$ cat src/rtl/imm_ext_pipe.sv
// LC-3 immediate-field extractor with a 2-entry in-order output FIFO.
// Extension is computed at enqueue time; outputs come only from registered state.
module imm_ext_pipe #(
  parameter int OUT_WIDTH     = 16,
  parameter int ERR_CNT_WIDTH = 8
) (
  input  logic                     clk,
  input  logic                     rst_n,
  input  logic                     in_valid,
  output logic                     in_ready,
  input  logic [15:0]              in_instr,
  input  logic [2:0]               in_sel,
  input  logic                     in_zext,
  output logic                     out_valid,
  input  logic                     out_ready,
  output logic [OUT_WIDTH-1:0]     out_data,
  output logic                     out_err,
  output logic [ERR_CNT_WIDTH-1:0] err_cnt
);

  localparam logic [1:0] EMPTY = 2'd0;
  localparam logic [1:0] ONE   = 2'd1;
  localparam logic [1:0] FULL  = 2'd2;

  localparam logic [2:0] SEL_IMM5  = 3'd0;
  localparam logic [2:0] SEL_OFF6  = 3'd1;
  localparam logic [2:0] SEL_PCO9  = 3'd2;
  localparam logic [2:0] SEL_PCO11 = 3'd3;
  localparam logic [2:0] SEL_TRAP8 = 3'd4;

  logic [1:0]           count;
  logic [OUT_WIDTH-1:0] head_data;
  logic [OUT_WIDTH-1:0] tail_data;
  logic                 head_err;
  logic                 tail_err;
  logic                 push;
  logic                 pop;
  logic [OUT_WIDTH-1:0] ext_data;
  logic                 ext_err;
  logic                 sext_on;

  // Opcode bits never feed any immediate field.
  logic unused_opcode;
  assign unused_opcode = ^in_instr[15:11];

  // Handshake decoded purely from the registered occupancy.
  assign in_ready  = (count != FULL);
  assign out_valid = (count != EMPTY);
  assign push      = in_valid && in_ready;
  assign pop       = out_valid && out_ready;

  assign sext_on = ~in_zext;

  // NOTE: every output of this block gets a default first, so no path leaves it unassigned and no latch is inferred.
  always_comb begin
    ext_data = '0;
    ext_err  = 1'b0;
    case (in_sel)
      SEL_IMM5:  ext_data = {{(OUT_WIDTH-5){in_instr[4] & sext_on}},   in_instr[4:0]};
      SEL_OFF6:  ext_data = {{(OUT_WIDTH-6){in_instr[5] & sext_on}},   in_instr[5:0]};
      SEL_PCO9:  ext_data = {{(OUT_WIDTH-9){in_instr[8] & sext_on}},   in_instr[8:0]};
      SEL_PCO11: ext_data = {{(OUT_WIDTH-11){in_instr[10] & sext_on}}, in_instr[10:0]};
      SEL_TRAP8: ext_data = {{(OUT_WIDTH-8){1'b0}},                   in_instr[7:0]};
      default:   ext_err  = 1'b1;
    endcase
  end

  // NOTE: sequential state uses non-blocking assignments so every register samples pre-edge values.
  always_ff @(posedge clk or negedge rst_n) begin
    if (!rst_n) begin
      count <= EMPTY;
    end else begin
      case ({push, pop})
        2'b10:   count <= count + 2'd1;
        2'b01:   count <= count - 2'd1;
        default: count <= count;
      endcase
    end
  end

  // Head is the presented entry; tail only holds the second entry when FULL.
  // NOTE: the two storage slots are reset because out_data must read zero during reset.
  always_ff @(posedge clk or negedge rst_n) begin
    if (!rst_n) begin
      head_data <= '0;
      head_err  <= 1'b0;
      tail_data <= '0;
      tail_err  <= 1'b0;
    end else begin
      if (pop && (count == FULL)) begin
        head_data <= tail_data;
        head_err  <= tail_err;
      end else if (push && ((count == EMPTY) || pop)) begin
        head_data <= ext_data;
        head_err  <= ext_err;
      end
      if (push && !pop && (count == ONE)) begin
        tail_data <= ext_data;
        tail_err  <= ext_err;
      end
    end
  end

  // Saturating count of accepted illegal selects.
  always_ff @(posedge clk or negedge rst_n) begin
    if (!rst_n) begin
      err_cnt <= '0;
    end else if (push && ext_err && (err_cnt != {ERR_CNT_WIDTH{1'b1}})) begin
      err_cnt <= err_cnt + 1'b1;
    end
  end

  assign out_data = head_data;
  assign out_err  = head_err;

endmodule

$ cat config.mk
export PLATFORM = sky130hd
export DESIGN_NAME = imm_ext_pipe
export DESIGN_NICKNAME = d
export VERILOG_FILES = /design/src/rtl/imm_ext_pipe.sv
export SDC_FILE = /design/constraint.sdc
export NUM_CORES = 1
export LEC_CHECK = 0
export ABC_CLOCK_PERIOD_IN_PS = 1650
export CAP_MARGIN = 15
export CORE_MARGIN = 2
export CORE_UTILIZATION = 40
export CTS_CLUSTER_DIAMETER = 60
export CTS_CLUSTER_SIZE = 20
export DETAILED_ROUTE_END_ITERATION = 6
export MAX_ROUTING_LAYER = met4
export PLACE_DENSITY = 0.79
export SETUP_SLACK_MARGIN = 0.02
export SYNTH_ARGS = -nofsm -noshare
export SYNTH_HDL_FRONTEND = slang
export SYNTH_SLANG_ARGS = --single-unit
$ cat constraint.sdc
create_clock -name clk -period 1.65 [get_ports clk]
set_input_delay 0.33 -clock clk [delete_from_list [all_inputs] [get_ports clk]]
set_output_delay 0.33 -clock clk [all_outputs]
set_load 0.005 [all_outputs]
==> results of run 1 <==
-- final timing paths --
check                                          from                       end  slack, ns  cells after the start
setup / recovery               count[1]$_DFFE_PN0P_  tail_data[2]$_DFFE_PN0P_      0.001                      8
hold / removal                                rst_n   out_data[1]$_DFFE_PN0P_       0.42                      2
setup reg to reg               count[1]$_DFFE_PN0P_  tail_data[2]$_DFFE_PN0P_      0.001                      8
hold reg to reg            tail_data[9]$_DFFE_PN0P_  tail_data[9]$_DFFE_PN0P_       0.49                      2
max in group asynchronous                     rst_n    err_cnt[3]$_DFFE_PN0P_       1.03                      2
min in group clk           tail_data[9]$_DFFE_PN0P_  tail_data[9]$_DFFE_PN0P_       0.49                      2
-- through the flow --
step	hold WS [ns]	util (%)	total power (uW)
CTS	0.4236	58.12	4283
floorplan	0.03441	-	2551
finish	0.4157	60.16	4430
global placement	0.4629	55.60	3435
global route	0.4229	60.16	4754
detailed placement	0.4744	55.60	3494
-- logic make-up (layout without fill, tap and decap cells) --
logic type | count (synthesis) | in the layout | synth area share, %
xor+xnor | 5 | 5 | 2.304
flops | 36 | 36 | 47.40
simple gates | 65 | 66 | 19.36
fa+ha+maj | 6 | 6 | 3.950
mux | 3 | 3 | 1.909
buf+inv | 17 | 86 | 5.267
compound gates | 51 | 51 | 19.82
-- what timing repair did --
action,in CTS,in global routing
gates resized for setup,5,19
gates cloned,0,1
buffers inserted,0,2
pin swaps,1,4
endpoints found under the setup margin,5,36
-- cell usage in the layout (no fill, tap or decap), types with 2 or more instances in the layout --
master            n
a21oi_2           3
buf_6             2
dfrtp_2           2
buf_12            4
dlymetal6s2s_1    2
buf_4            21
nand2_1          22
ha_1              3
a32o_1            3
and2_4            3
and3_1            2
nand2b_1          3
nand4b_1          2
a22o_1            2
dfrtp_1          34
o21a_1            3
xnor2_1           4
a21oi_1           4
a31oi_1           2
ha_4              3
nor2b_1           2
o21ai_1           4
o21ai_0           9
nand3_1           7
clkdlybuf4s50_1  41
clkbuf_8          5
o21ai_2           6
nor2_2            2
inv_2             4
nor2_1            9
a221o_1          10
inv_1             2
-- metal layers --
| layer | GRT usage [%] | wire [um] | up-vias |
|---|---|---|---|
| met1 | 22.81 | 2054 | 771 |
| met5 | - | 0 | - |
| li1 | - | - | 789 |
| met4 | 6.173 | 44 | 0 |
| met3 | 3.453 | 175 | 4 |
| met2 | 27.27 | 2227 | 49 |
-- layout make-up --
class / instances / area [um2]
inverters: 6 / 22.52
clock inverters: 2 / 35.03
multi-input cells: 131 / 988.4
clock buffers: 6 / 72.57
flip-flops and latches: 36 / 903.4
repair buffers: 72 / 714.4
well taps: 54 / 67.56
fillers: 380 / 1857
-- sequential cells by signal, indices dropped and copies added (netlist names) --
register   flops
out_data      12
tail_data     12
err_cnt        8
count          2
out_err        1
tail_err       1
-- power by group through the flow --
stage	Clock, uW	Sequential, uW	Combinational (uW)
3_5_place_dp	0	1540	1950
4_1_cts	772	1530	1980
2_1_floorplan	0	1510	1040
5_1_grt	823	1600	2330
6_report	753	1550	2120
3_3_place_gp	0	1530	1910
==> results.json, run 1 <==
{
  "status": "finished, final reports clean",
  "cts_hold_buf": 0,
  "grt_pass1_vias": 1462,
  "worstSetupPathType": "flip-flop to flip-flop",
  "die_h_um": 72.93,
  "syn-num-nets": 213,
  "peakVddDrop_mv": 0.7281,
  "syn_inst": 183,
  "routed_via_density": 5.254,
  "yosys.area.top_type_share_pct": 47.40,
  "setup_tns_ns": 0,
  "fin_skew_ns": 0.007614,
  "antenna_found_initial": 0,
  "grt_max_degree": 37,
  "vias": 1613,
  "crit_buf_inv": 2,
  "avgSynthCellArea_um2": 10.39,
  "crit_path_start_kind": "flip-flop",
  "cpPeakStageDelay_ns": 0.43,
  "min_period_over_period_pct": 99.93,
  "grt.total_usage_pct": 17.50,
  "hp-class": "primary input to asynchronous set/reset pin",
  "final_layout_size_suffix_gt1_share_pct": 26.88,
  "synth_common_cells": "dfrtp_1 (36), nand2_1 (23), nor2_1 (11), a221o_1 (10), o21ai_0 (10)",
  "drc": 0,
  "num-nets-final": 282,
  "rsz0062_at_grt": "true",
  "clkTransAtPathRegs_ns": 0.07,
  "p_comb_share_pct": 48.0,
  "drtIter0Drc": 71,
  "dpl.hpwl_um": 3178,
  "cp_cell_sequence": "ha_4 > nand2b_4 > inv_2 > ha_4 > nand2_8 > buf_4 > nand2_1 > o21ai_0",
  "clk_path_buf_depth": 2,
  "cp-end-kind": "flip-flop",
  "clk_latency_ns": 0.28,
  "port_buffers": 45,
  "crit_arrival_ns": 1.80,
  "stdcell_count": 307,
  "crit_slowest_cell": "dfrtp_1",
  "htree_levels": 2,
  "totalWireLength_um": 4501,
  "grt_pass1_wl_um": 6913,
  "pin_count": 51,
  "yosysSeqAreaShare_pct": 47.40,
  "area_growth_pct": 47.53,
  "worstPathRequired_ns": 1.80,
  "drv_slew": 0,
  "antenna_left": 0,
  "async_flop_share_pct": 100.0,
  "synth_area_leaders": "dfrtp_1 (47%), a221o_1 (5.3%), nand2_1 (4.5%)",
  "cpLargestDelayFamily": "flip-flops",
  "clkPwrFrac_pct": 17.0,
  "cts_sinks": 36,
  "p_seq_share_pct": 35.1,
  "synth.largest_area_cell": "dfrtp_1",
  "power_leakage_uw": 0.001222,
  "critPathMostFrequentCell": "ha_4",
  "hold_viol": 0,
  "diodes": 0,
  "core_area_um2": 4661,
  "fp.dieW_um": 72.93,
  "grt_overflow": 0,
  "max_freq_mhz": 606.5,
  "worst_slack_ns": 0.001235,
  "yosys_register_bits": 36,
  "synth_edf_count": 0,
  "setup_viol": 0,
  "p_switching_uw": 1485,
  "ctsRootBufferMaster": "clkbuf_8",
  "slew_headroom_pct": 77.77,
  "gp_congestion": 0.7551,
  "row_count": 25,
  "synth_most_common_cell": "dfrtp_1",
  "swShare_pct": 33.52,
  "tightest_slew_ns": 0.3308,
  "crit_path_max_fanout": 6,
  "yosysUniqueCellTypes": 46,
  "p_per_area_nw_per_um2": 1580,
  "drv_cap": 0,
  "yosys_warnings": 0,
  "synth-main-ff-cell": "dfrtp_1",
  "pre_cts_ws_ns": -0.2307,
  "p_int_uw": 2945,
  "placed_cell_area_um2": 2591,
  "start_util_pct": 40.78,
  "design_area_um2": 2804,
  "dr.pass1.iters": 4,
  "fin_crit_ns": 1.649,
  "syn_area_um2": 1901,
  "design.die.area_um2": 5319,
  "wire_per_inst_um": 14.66,
  "numCtsBuffers": 5,
  "cts_tree": "yes",
  "place_inst": 296
}
Note: power is estimated with default switching activity, not from simulation.
==> run 2, diff against run 1 <==
--- a/config.mk
+++ b/config.mk
@@ -5,7 +5,7 @@
 export SDC_FILE = /design/constraint.sdc
 export NUM_CORES = 1
 export LEC_CHECK = 0
-export ABC_CLOCK_PERIOD_IN_PS = 1650
+export ABC_CLOCK_PERIOD_IN_PS = 2100
 export CAP_MARGIN = 15
 export CORE_MARGIN = 2
 export CORE_UTILIZATION = 40
@@ -13,7 +13,7 @@
 export CTS_CLUSTER_SIZE = 20
 export DETAILED_ROUTE_END_ITERATION = 6
 export MAX_ROUTING_LAYER = met4
-export PLACE_DENSITY = 0.79
+export PLACE_DENSITY = 0.76
 export SETUP_SLACK_MARGIN = 0.02
 export SYNTH_ARGS = -nofsm -noshare
 export SYNTH_HDL_FRONTEND = slang
==> constraint.sdc (replaced) <==
create_clock -name clk -period 2.1 [get_ports clk]
set_input_delay 0.42 -clock clk [delete_from_list [all_inputs] [get_ports clk]]
set_output_delay 0.42 -clock clk [all_outputs]
set_load 0.005 [all_outputs]
==> run 2 against run 1 <==
  * Worst hold slack gained 0.063 ns
  * Setup slack better by 0.12 ns
  * Utilization down 5.4 points
  * Sequential cell count stayed put
  * Non-clock buffer count fell by 14
  * Combinational power is 34% lower
  * Die area is the same
  * Via count down 4.3%
  * Largest power group unchanged
==> results.json, run 2 (same netlist as run 1, synthesis figures left out) <==
{
  "ctsRootBufferMaster": "clkbuf_8",
  "final_layout_size_suffix_gt1_share_pct": 16.39,
  "core_area_um2": 4661,
  "tightest_slew_ns": 0.4521,
  "grt_pass1_vias": 1479,
  "hp-class": "flip-flop to flip-flop",
  "pin_count": 51,
  "num-nets-final": 267,
  "drv_slew": 0,
  "pre_cts_ws_ns": 0.06722,
  "crit_arrival_ns": 1.56,
  "clk_path_buf_depth": 2,
  "setup_viol": 0,
  "grt_overflow": 0,
  "clkPwrFrac_pct": 18.6,
  "p_seq_share_pct": 37.9,
  "slew_headroom_pct": 69.86,
  "grt.total_usage_pct": 17.22,
  "post-route-util_pct": 54.74,
  "port_buffers": 45,
  "htree_levels": 2,
  "dr_wl_met3_um": 185,
  "m1WireLength_um": 1811,
  "min_period_over_period_pct": 94.36,
  "clkTransAtPathRegs_ns": 0.07,
  "layout_commonest_cell": "clkdlybuf4s50_1",
  "fin_skew_ns": 0.003391,
  "power_leakage_uw": 0.001102,
  "final_cell_mix": "clkdlybuf4s50_1 (45), dfrtp_1 (36), nand2_1 (23), buf_4 (13), nor2_1 (11)",
  "drv_cap": 0,
  "worstSetupPathType": "flip-flop to primary output",
  "p_per_area_nw_per_um2": 1251,
  "cts_sinks": 36,
  "p_comb_share_pct": 43.5,
  "rsz0062_at_grt": "false",
  "die_h_um": 72.93,
  "dpl.hpwl_um": 2909,
  "whs_ns": 0.4792,
  "placed_cell_area_um2": 2424,
  "antenna_left": 0,
  "worstPathRequired_ns": 1.68,
  "fin_crit_ns": 1.982,
  "vias": 1544,
  "gp_congestion": 0.7697,
  "p_int_uw": 2147,
  "max_freq_mhz": 504.6,
  "wire_per_inst_um": 13.67,
  "hold_viol": 0,
  "cp-end-kind": "primary output",
  "status": "finished, final reports clean",
  "drtIter0Drc": 79,
  "grt_max_degree": 37,
  "diodes": 0,
  "numCtsBuffers": 5,
  "area_growth_pct": 34.23,
  "swShare_pct": 32.72,
  "routed_via_density": 5.288,
  "dr_wl_met2_um": 1938,
  "p_switching_uw": 1044,
  "dr.pass1.iters": 4,
  "clk_latency_ns": 0.29,
  "drc": 0,
  "crit_path_start_kind": "flip-flop",
  "row_count": 25,
  "totalWireLength_um": 3993,
  "antenna_found_initial": 0,
  "start_util_pct": 40.78,
  "setup_tns_ns": 0,
  "grt_pass1_wl_um": 6755,
  "fp.dieW_um": 72.93,
  "design.die.area_um2": 5319,
  "peakVddDrop_mv": 0.3970,
  "cts_tree": "yes",
  "dr.max_layer_used": "met4",
  "crit_path_max_fanout": 9,
  "design_area_um2": 2551,
  "worst_slack_ns": 0.1184,
  "cts_hold_buf": 0
}
## run 2: changes by cell type in the layout (fill, tap and decap cells not counted), sizes merged
cell           delta
clkdlybuf4s15     -1
clkdlybuf4s50     +4
and2              -1
dlygate4sd2       -1
buf              -14
dlymetal6s2s      -2
## run 2: cell type report
cell class / count / area (um2)
Fill cell: 406 / 2110
Multi-Input combinational cell: 130 / 904.6
Sequential cell: 36 / 900.9
Timing Repair Buffer: 58 / 548.0
Clock buffer: 6 / 72.57
Tap cell: 54 / 67.56
Clock inverter: 2 / 35.03
Inverter: 6 / 22.52
## run 2: worst max-delay path, stage by stage (launching register included)
cell and delay (ns):
dfrtp_1 0.40, inv_1 0.10, ha_2 0.28, inv_1 0.05
clkdlybuf4s50_1 0.44
## run 2: path summary, 6_finish.rpt
path	start	end	slack [ns]	depth (start not counted)
worst min register to register	tail_data[9]$_DFFE_PN0P_	tail_data[9]$_DFFE_PN0P_	0.48	2
min in group asynchronous	rst_n	count[0]$_DFFE_PN0P_	0.55	2
max in group asynchronous	rst_n	tail_data[8]$_DFFE_PN0P_	1.23	2
worst max-delay path	count[0]$_DFFE_PN0P_	in_ready	0.12	4
worst min-delay path	tail_data[9]$_DFFE_PN0P_	tail_data[9]$_DFFE_PN0P_	0.48	2
worst max register to register	count[0]$_DFFE_PN0P_	tail_data[4]$_DFFE_PN0P_	0.28	8
## run 2: repair_timing
action                     CTS  global route
hold endpoints to repair     0             0
setup buffers                0             2
resized for setup            0             2
setup endpoints to repair    2            10
## run 2: per-stage QoR
| stage | total power (uW) | instances |
|---|---|---|
| after floorplan | 1937 | 183 |
| after global routing | 3445 | 292 |
| final | 3192 | 292 |
| after detailed placement | 2578 | 282 |
| after global placement | 2537 | 282 |
| after CTS | 3181 | 290 |
## run 2: per-layer routing
layer	track usage [%]	vias to the layer above
li1	-	764
met1	21.74	736
met2	26.97	38
met3	4.696	6
met4	5.556	0
met5	-	-
## run 2: power groups by stage
stage / Clock, uW / Sequential [uW] / Combinational, uW
after floorplan: 0 / 1180 / 753
after detailed placement: 0 / 1220 / 1360
final: 595 / 1210 / 1390
after global routing: 641 / 1250 / 1550
after global placement: 0 / 1220 / 1320
after CTS: 610 / 1210 / 1360
